### config.mk
export PLATFORM = sky130hd
export DESIGN_NAME = jk_down_counter
export DESIGN_NICKNAME = d
export VERILOG_FILES = /design/src/rtl/jk_pkg.sv /design/src/rtl/jk_cell.sv /design/src/rtl/jk_down_counter.sv
export SDC_FILE = /design/constraint.sdc
export NUM_CORES = 1
export LEC_CHECK = 0
export BUFFER_PORTS_ARGS = -buffer_cell sky130_fd_sc_hd__buf_2
export CORE_AREA = 2 2 39 41
export DETAILED_ROUTE_END_ITERATION = 8
export DIE_AREA = 0 0 41 43
export PLACE_DENSITY = 0.36
export SLEW_MARGIN = 25
export SYNTH_ARGS = -nofsm -noshare
export SYNTH_HDL_FRONTEND = slang
export SYNTH_SLANG_ARGS = --single-unit
### constraint.sdc
create_clock -name clk -period 0.9 [get_ports clk]
set_input_delay 0.27 -clock clk [delete_from_list [all_inputs] [get_ports clk]]
set_output_delay 0.27 -clock clk [all_outputs]
set_load 0.03 [all_outputs]
### src/rtl/jk_pkg.sv
// Shared JK flip-flop mode encoding (J is the MSB) for the JK counter blocks.
package jk_pkg;

   typedef enum logic [1:0] {
      JK_HOLD = 2'b00,
      JK_CLR  = 2'b01,
      JK_SET  = 2'b10,
      JK_TGL  = 2'b11
   } jk_mode_t;

endpackage : jk_pkg

### src/rtl/jk_cell.sv
// Single JK flip-flop with asynchronous active-high reset.
module jk_cell
   import jk_pkg::*;
(
   input  logic clk,
   input  logic rst,
   input  logic j,
   input  logic k,
   output logic q
);

   always_ff @(posedge clk or posedge rst) begin
      if (rst) begin
         q <= 1'b0;
      end else begin
         case (jk_mode_t'({j, k}))
            JK_HOLD: q <= q;
            JK_CLR:  q <= 1'b0;
            JK_SET:  q <= 1'b1;
            JK_TGL:  q <= ~q;
         endcase
      end
   end

endmodule : jk_cell

### src/rtl/jk_down_counter.sv
// Synchronous down counter of JK cells with parallel load, zero flag and borrow pulse.
// Define JK_DOWN_AUTORELOAD_EN to reload from the last loaded value on underflow.
module jk_down_counter
   import jk_pkg::*;
#(
   parameter int unsigned WIDTH = 3
) (
   input  logic             clk,
   input  logic             rst,
   input  logic             en,
   input  logic             load,
   input  logic [WIDTH-1:0] din,
   output logic [WIDTH-1:0] q,
   output logic             zero,
   output logic             borrow
);

   logic [WIDTH-1:0] w_q;
   logic [WIDTH-1:0] w_j;
   logic [WIDTH-1:0] w_k;
   logic             w_uflow;
   logic             r_borrow;

`ifdef JK_DOWN_AUTORELOAD_EN
   logic [WIDTH-1:0] r_reload;

   always_ff @(posedge clk or posedge rst) begin
      if (rst) begin
         r_reload <= '0;
      end else if (load) begin
         r_reload <= din;
      end
   end
`endif

   assign w_uflow = en & ~load & (w_q == '0);

   // Load steering, else borrow chain: a bit toggles when every lower bit is zero.
   always_comb begin
      logic w_run;
      w_j   = '0;
      w_k   = '0;
      w_run = 1'b1;
      if (load) begin
         w_j = din;
         w_k = ~din;
`ifdef JK_DOWN_AUTORELOAD_EN
      end else if (w_uflow) begin
         w_j = r_reload;
         w_k = ~r_reload;
`endif
      end else if (en) begin
         for (int unsigned i = 0; i < WIDTH; i++) begin
            w_j[i] = w_run;
            w_k[i] = w_run;
            w_run  = w_run & ~w_q[i];
         end
      end
   end

   for (genvar g = 0; g < WIDTH; g++) begin : gen_cell
      jk_cell u_cell (
         .clk (clk),
         .rst (rst),
         .j   (w_j[g]),
         .k   (w_k[g]),
         .q   (w_q[g])
      );
   end

   always_ff @(posedge clk or posedge rst) begin
      if (rst) begin
         r_borrow <= 1'b0;
      end else begin
         r_borrow <= w_uflow;
      end
   end

   assign q      = w_q;
   assign zero   = (w_q == '0);
   assign borrow = r_borrow;

endmodule : jk_down_counter

# [Word-level counts from Yosys, hierarchy flattened]
# Index checks and enable logic that the tools add are counted.
[word_totals] word_cells=31 regBits=4 in_bits=7 out_inout_bits=5
[classes] reduce_logical=4 n_bitwise=8 mux=6 n_eq_ne=9
[op_table] op="$eq A2 B2 Y1 const B" count=6
[op_table] op="$mux W3" count=3
[op_table] op="$pmux W1 S3" count=3
[op_table] op="$eq A2 B1 Y1 const B" count=3
[op_table] op="$logic_not A2 Y1" count=3
[op_table] op="$not A1 Y1" count=4
[op_table] op="$and A1 B1 Y1" count=3
[op_table] op="$logic_not A3 Y1" count=1
[op_table] op="$not A3 Y3" count=1

# [Logic depth before layout (Yosys ltp)]
# Gate-level depths: netlist of run 1.
[depth] depth_word=6 mapped_depth=3 ltp_nobuf=3

# [Hierarchy]
# A second synthesis of run 1 with hierarchy kept.
[hier_totals] cells_unflattened=27 hier_area_um2=235.2
[modules_own_cells] mod="jk_down_counter" cells_each=15 area_each_um2=122.6 instances=1 seq_area_each_um2=25.0
[modules_own_cells] mod="jk_cell" cells_each=4 area_each_um2=37.5 instances=3 seq_area_each_um2=25.0

# [Worst setup path after synthesis of run 1]
# Ideal clock, no wire load.
[synth_timing] kind="register to output" start="register gen_cell[0].u_cell.q" end="output zero" path_slack_ps=-487 path_stages_with_launch=2 n_path_buf=0 arrival_ps=1117 required_time_ps=630 cell_sequence="dfrtp_1 nor3_1"
[synth_between] elab_chain_len=1
[synth_rtl] element="from (decl)" line_no="jk_cell.sv:9" source="output logic q"
[synth_rtl] element="from (signal assigned)" line_no="jk_cell.sv:17" source="JK_HOLD: q <= q;"
[synth_rtl] element="from (signal assigned)" line_no="jk_cell.sv:20" source="JK_TGL: q <= ~q;"
[synth_rtl] element="$logic_not A3 Y1" line_no="jk_down_counter.sv:80" source="assign zero = (w_q == '0);"
[synth_rtl] element="to (decl)" line_no="jk_down_counter.sv:14" source="output logic zero,"
# No other way between the ends.

# [Worst setup path in the final report of run 1]
[layout_timing] start="register gen_cell[2].u_cell.q" end="output zero"
[layout_between] elab_chain_len=1
[layout_rtl] element="from (decl)" line_no="jk_cell.sv:9"
[layout_rtl] element="from (signal assigned)" line_no="jk_cell.sv:17"
[layout_rtl] element="from (signal assigned)" line_no="jk_cell.sv:20"
[layout_rtl] element="$logic_not A3 Y1" line_no="jk_down_counter.sv:80"
# No other way between the ends.

==> results.json, run 1 <==
{
  "route.detailed.drc": 0,
  "setup.worst_path.start_class": "register",
  "grt_start_max_net_pins": 5,
  "worst-slew-pin-transition_ns": 0.163,
  "initial_core_util_pct": 15.9,
  "yosysWarnings": 0,
  "drt-wirelength-per-cell_um": 8.80,
  "final-seq-area_um2": 104,
  "use_met3_pct": 3.14,
  "ctsHtreeMaxLevel": 1,
  "grtUsageMet2_pct": 12.2,
  "slew_violations": 0,
  "final.setup_skew_ns": 0.00281,
  "place.gp.congestion": 0.609,
  "hpwl_um": 389,
  "max_freq_mhz": 800,
  "grt_usage_pct": 7.37,
  "path_class": "reg -> out",
  "wl_um": 493,
  "vias": 210,
  "finish.utilization_pct": 32.1,
  "dieWidth_um": 41,
  "nNetsFinal": 49,
  "dieArea_um2": 1760,
  "grt_pass1_wl_um": 793,
  "gr-max-usage-layer": "met2",
  "die_h_um": 43,
  "synth_most_common_cell": "dfrtp_1",
  "portBuffers": 11,
  "cts_buffers": 3,
  "dpl-instance-area_um2": 324,
  "viasPerCell": 3.75,
  "core-area_um2": 1380,
  "syn_avg_cell_area_um2": 11.0,
  "end_kind": "primary output",
  "drv_cap": 0,
  "synth_fa_ha_area_share_pct": 0,
  "stdcell_area_um2": 444,
  "yosysUniqueCellTypes": 13,
  "min_path_cells": 3,
  "fin_ws_ns": -0.350,
  "synth-edff-count": 0,
  "power_per_cell_area_nw_per_um2": 1670,
  "arrival_ns": 0.98,
  "irDropWorstVdd_v": 0.000382,
  "instances_no_fill": 56,
  "ys_ff_latch": 4,
  "drt_iter0_drc": 3,
  "num-fill-cells": 143,
  "ys.flop_type": "dfrtp_1",
  "period_share_pct": 139,
  "clkTransAtPathRegs_ns": 0.04,
  "synth-xor-area-share_pct": 7.95,
  "cts.sinks": 4,
  "reg2reg_depth": 4,
  "slew_headroom_pct": 89.1,
  "synth_top_cell_by_area": "dfrtp_1",
  "synth_seq_area_share_pct": 45.5,
  "drive_above_1_share_pct": 75.0,
  "synthMuxAreaShare_pct": 0,
  "dp_cells": 49,
  "synth.area.top_cells": "dfrtp_1 45%, buf_4 10%, nor3b_4 8.5%",
  "cts_buffer_depth": 2,
  "antenna_found_initial": 0,
  "hold_class": "in -> reg",
  "grt_util_met1_pct": 5.25,
  "io_pins": 12,
  "synthesis.area_um2": 220,
  "place_ws_ns": -0.162,
  "syn_nets": 27,
  "clockRootBuffer": "clkbuf_4",
  "path_max_fanout": 2,
  "diodes": 0,
  "violations": "negative setup slack",
  "clock_latency_ns": 0.23,
  "grt_overflow": 0,
  "max_stage_delay_ns": 0.42,
  "synth_top_area_share_pct": 45.5,
  "p_leak_nw": 0.215,
  "required_ns": 0.63,
  "cts_tree": "done",
  "rsz0062_at_grt": "true",
  "antenna_left": 0,
  "finalCriticalPeriod_ns": 1.25,
  "grt_pass1_vias": 211,
  "syn_inst": 20,
  "worstPathCellList": "nor3_4 > buf_6",
  "synthTopCellsByCount": "4 x dfrtp_1, 3 x buf_4, 2 x nand2_1, 2 x xnor2_1",
  "drtPass1Iterations": 2,
  "row_count": 14,
  "synth_top_family_by_area": "simple AND/OR/NAND/NOR gates",
  "setup_violations": 9,
  "multiInputGateArea_um2": 126,
  "status": "complete, but fails checks",
  "syn2layout_area_growth_pct": 102,
  "cp_slowest_cell": "dfrtp_2",
  "hold_viol": 0,
  "synth_compound_area_share_pct": 8.52,
  "synthSimpleGateAreaFrac_pct": 26.1,
  "postSynth.asyncResetShare_pct": 100
}
-- final timing paths --
path | from | endpoint | slack, ns
worst max-delay path | gen_cell[2].u_cell.q$_DFFE_PP0P_ | zero | -0.35
worst min-delay path | din[0] | gen_cell[0].u_cell.q$_DFFE_PP0P_ | 0.26
worst max register to register | gen_cell[0].u_cell.q$_DFFE_PP0P_ | gen_cell[2].u_cell.q$_DFFE_PP0P_ | -0.23
worst min register to register | gen_cell[1].u_cell.q$_DFFE_PP0P_ | borrow$_DFF_PP0_ | 0.67
max in group asynchronous | rst | gen_cell[0].u_cell.q$_DFFE_PP0P_ | 0.27
min in group asynchronous | rst | borrow$_DFF_PP0_ | 0.46
-- metrics by stage --
step | hold slack, ns | setup TNS [ns] | power (W)
after global placement | 0.154 | -0.668 | 0.000431
final | 0.259 | -1.83 | 0.000743
after floorplan | 0.0359 | -0.277 | 0.000371
after global routing | 0.267 | -2.20 | 0.000779
after CTS | 0.254 | -1.94 | 0.000743
after detailed placement | 0.156 | -0.646 | 0.000431
-- what timing repair did --
item | in CTS | in global routing
setup buffers | 2 | 1
endpoints found under the hold margin | 4 | 0
gates resized for setup | 18 | 1
endpoints found under the setup margin | 9 | 9
hold buffers | 1 | 0
pin swaps | 3 | 2
-- state kept, by name (all words and copies together) (netlist names) --
name / cells
borrow: 1
gen_cell.u_cell.q: 3
-- report_power, final --
group	internal, W	switching (W)	total, W
logic	0.000168	0.000127	0.000295
registers	0.000204	0.0000306	0.000235
clock network	0.000149	0.0000642	0.000213
total	0.000521	0.000222	0.000743
-- layout by cell type (no fill, tap or decap) --
cell,n
a211o_1,1
buf_2,6
buf_4,5
buf_6,8
clkbuf_4,3
dfrtp_1,1
dfrtp_2,3
dlygate4sd3_1,1
inv_1,1
nand2_1,2
nor2b_4,1
nor3_4,1
nor3b_1,1
nor3b_4,2
o21ai_1,2
xnor2_1,1
xnor2_2,1
-- metal layers --
| metal | routed length (µm) | up-vias |
|---|---|---|
| met3 | 37 | 2 |
| met2 | 305 | 5 |
| li1 | - | 104 |
| met4 | 7 | 0 |
| met5 | 0 | - |
| met1 | 144 | 99 |
-- kinds of logic after synthesis --
| family | count (synthesis) |
|---|---|
| AND/OR/NAND/NOR | 7 |
| flip-flops | 4 |
| buffers and inverters | 4 |
| AO/OA/AOI/OAI | 3 |
| XOR/XNOR | 2 |
-- worst max-delay path, delay by kind of cell, from the launching register on --
family	cells	cell delay [ns]
and+or+nand+nor	1	0.19
DFF	1	0.42
buffers and inverters	1	0.15
-- cell type report --
type                       instances  share of cell area [%]
timing repair buffer              20                    37.7
multi-input combinational         12                    28.5
sequential                         4                    23.4
clock buffer                       3                    5.07
tap                               16                    4.51
inverter                           1                   0.845
Power figures use the tool's default switching activity.
==> run 2, diff against run 1 <==
--- a/config.mk
+++ b/config.mk
@@ -6,10 +6,12 @@
 export NUM_CORES = 1
 export LEC_CHECK = 0
 export BUFFER_PORTS_ARGS = -buffer_cell sky130_fd_sc_hd__buf_2
+export CELL_PAD_IN_SITES_DETAIL_PLACEMENT = 1
+export CELL_PAD_IN_SITES_GLOBAL_PLACEMENT = 1
 export CORE_AREA = 2 2 39 41
 export DETAILED_ROUTE_END_ITERATION = 8
 export DIE_AREA = 0 0 41 43
-export PLACE_DENSITY = 0.36
+export PLACE_DENSITY_LB_ADDON = 0.2
 export SLEW_MARGIN = 25
 export SYNTH_ARGS = -nofsm -noshare
 export SYNTH_HDL_FRONTEND = slang
==> constraint.sdc (replaced) <==
create_clock -name clk -period 0.9 [get_ports clk]
set_input_delay 0.27 -clock clk [delete_from_list [all_inputs] [get_ports clk]]
set_output_delay 0.27 -clock clk [all_outputs]
set_load 0.02 [all_outputs]
==> run 2 against run 1 <==
  * The run still ends with negative setup slack left
  * Cell area fell by 2.5%
  * Fmax rose by 0.25%
  * Via count fell by 3.3%
  * Non-clock buffer count fell by 1
  * Critical endpoint unchanged
==> results.json, run 2 (synthesized netlist as in run 1, its figures left out) <==
{
  "hold_viol": 0,
  "slew_violations": 0,
  "required_ns": 0.63,
  "grt_pass1_wl_um": 952,
  "worstPathCellList": "nor3_4 > buf_6",
  "hold_class": "in -> reg",
  "cts_buffer_depth": 2,
  "viasPerCell": 3.63,
  "num-fill-cells": 162,
  "worst-slew-pin-transition_ns": 0.174,
  "hpwl_um": 380,
  "io_pins": 12,
  "startpoint": "gen_cell[1].u_cell.q$_DFFE_PP0P_",
  "grt_usage_pct": 8.75,
  "portBuffers": 11,
  "violations": "negative setup slack",
  "max_freq_mhz": 802,
  "drtPass1Iterations": 2,
  "top_register": "gen_cell.u_cell.q",
  "r2r_end": "gen_cell[2].u_cell.q$_DFFE_PP0P_",
  "multiInputGateArea_um2": 126,
  "rrSetupSlack_ns": -0.27,
  "setup.worst_path.start_class": "register",
  "place.gp.congestion": 0.709,
  "route.detailed.drc": 0,
  "initial_core_util_pct": 15.9,
  "drt-wirelength-per-cell_um": 9.27,
  "max_stage_delay_ns": 0.42,
  "rsz0062_at_grt": "true",
  "clock_latency_ns": 0.24,
  "row_count": 14,
  "nNetsFinal": 48,
  "status": "complete, but fails checks",
  "setup_violations": 9,
  "drt_iter0_drc": 1,
  "grt_overflow": 0,
  "finalCriticalPeriod_ns": 1.25,
  "irDropWorstVdd_v": 0.000807,
  "clkTransAtPathRegs_ns": 0.04,
  "final.setup_skew_ns": 0.00439,
  "layout_common_cells": "6 x buf_2, 6 x buf_6, 6 x buf_4, 3 x clkbuf_4, 3 x dfrtp_2",
  "grt_start_max_net_pins": 5,
  "wl_um": 519,
  "drv_cap": 0,
  "arrival_ns": 0.98,
  "ctsHtreeMaxLevel": 1,
  "cts_tree": "done",
  "power_w": 0.000741,
  "largest_register_ffs": 3,
  "cts_buffers": 3,
  "reg2reg_depth": 4,
  "die_h_um": 43,
  "grt_pass1_vias": 223,
  "syn2layout_area_growth_pct": 96.6,
  "holdPathEnd": "gen_cell[1].u_cell.q$_DFFE_PP0P_",
  "r2r_start": "gen_cell[1].u_cell.q$_DFFE_PP0P_",
  "p_leak_nw": 0.209,
  "period_share_pct": 139,
  "end_kind": "primary output",
  "path_max_fanout": 2,
  "slew_headroom_pct": 88.3,
  "setup_tns_ns": -2.03,
  "fin_ws_ns": -0.347,
  "diodes": 0,
  "cts.sinks": 4,
  "min_path_cells": 3,
  "power_per_cell_area_nw_per_um2": 1710,
  "hold_start": "din[1]",
  "drive_above_1_share_pct": 72.5,
  "clockRootBuffer": "clkbuf_4",
  "dieWidth_um": 41,
  "path_class": "reg -> out",
  "antenna_left": 0,
  "vias": 203,
  "antenna_found_initial": 0,
  "dieArea_um2": 1760,
  "cp_slowest_cell": "dfrtp_2",
  "final-seq-area_um2": 104,
  "core-area_um2": 1380
}
[run 2: cell count changes in the layout (fill, tap and decap cells not counted), sizes merged]
cell / previous run / this run
buf: 19 / 18
clkbuf: 3 / 4
[run 2: per-layer routing]
metal / part of all wire (%) / vias up / global-route usage (%)
li1: - / 104 / -
met1: 42 / 90 / 9.71
met2: 51 / 9 / 11.3
met3: 6.7 / 0 / 6.28
met4: 0 / 0 / 6.00
met5: 0 / - / 0
[run 2: critical path, delay by kind of cell, from the launching register on]
family / cells / cell delay (ns)
flip-flops: 1 / 0.42
AND/OR/NAND/NOR: 1 / 0.18
buffers and inverters: 1 / 0.13
[run 2: report_power, final]
group / total, W / leakage, nW / switching, W / internal (W)
clock: 0.000248 / 0.0150 / 0.0000810 / 0.000167
combinational: 0.000258 / 0.147 / 0.000104 / 0.000154
sequential: 0.000235 / 0.0466 / 0.0000306 / 0.000204
total: 0.000741 / 0.209 / 0.000216 / 0.000525
[run 2: layout make-up]
cell class,instances,share of cell area (%)
Inverter,1,0.867
Sequential cell,4,24.0
Clock buffer,4,6.07
Timing Repair Buffer,19,35.3
Tap cell,16,4.62
Multi-Input combinational cell,12,29.2
[run 2: worst max path at each step]
stage	end	slack, ns
6_report	zero	-0.35
5_1_grt	zero	-0.39
4_1_cts	zero	-0.36
3_5_place_dp	gen_cell[2].u_cell.q$_DFFE_PP0P_	-0.17
3_3_place_gp	gen_cell[2].u_cell.q$_DFFE_PP0P_	-0.17
2_1_floorplan	gen_cell[2].u_cell.q$_DFFE_PP0P_	-0.12
[run 2: timing repair]
action                                  4_1_cts  5_1_grt
pin swaps                                     0        2
endpoints found under the setup margin        9        9
hold buffers                                  1        0
resized for setup                            15        3
hold endpoints to repair                      4        0
buffers inserted                              2        1
[run 2: through the flow]
step,hold slack (ns),worst slack (ns),cells,instance area [µm²],utilization (%)
global placement,0.156,-0.167,48,315,22.8
floorplan,0.0360,-0.125,20,233,-
CTS,0.244,-0.363,55,412,29.7
detailed placement,0.156,-0.171,48,315,22.8
finish,0.250,-0.347,56,433,31.3
global route,0.264,-0.393,56,433,31.3
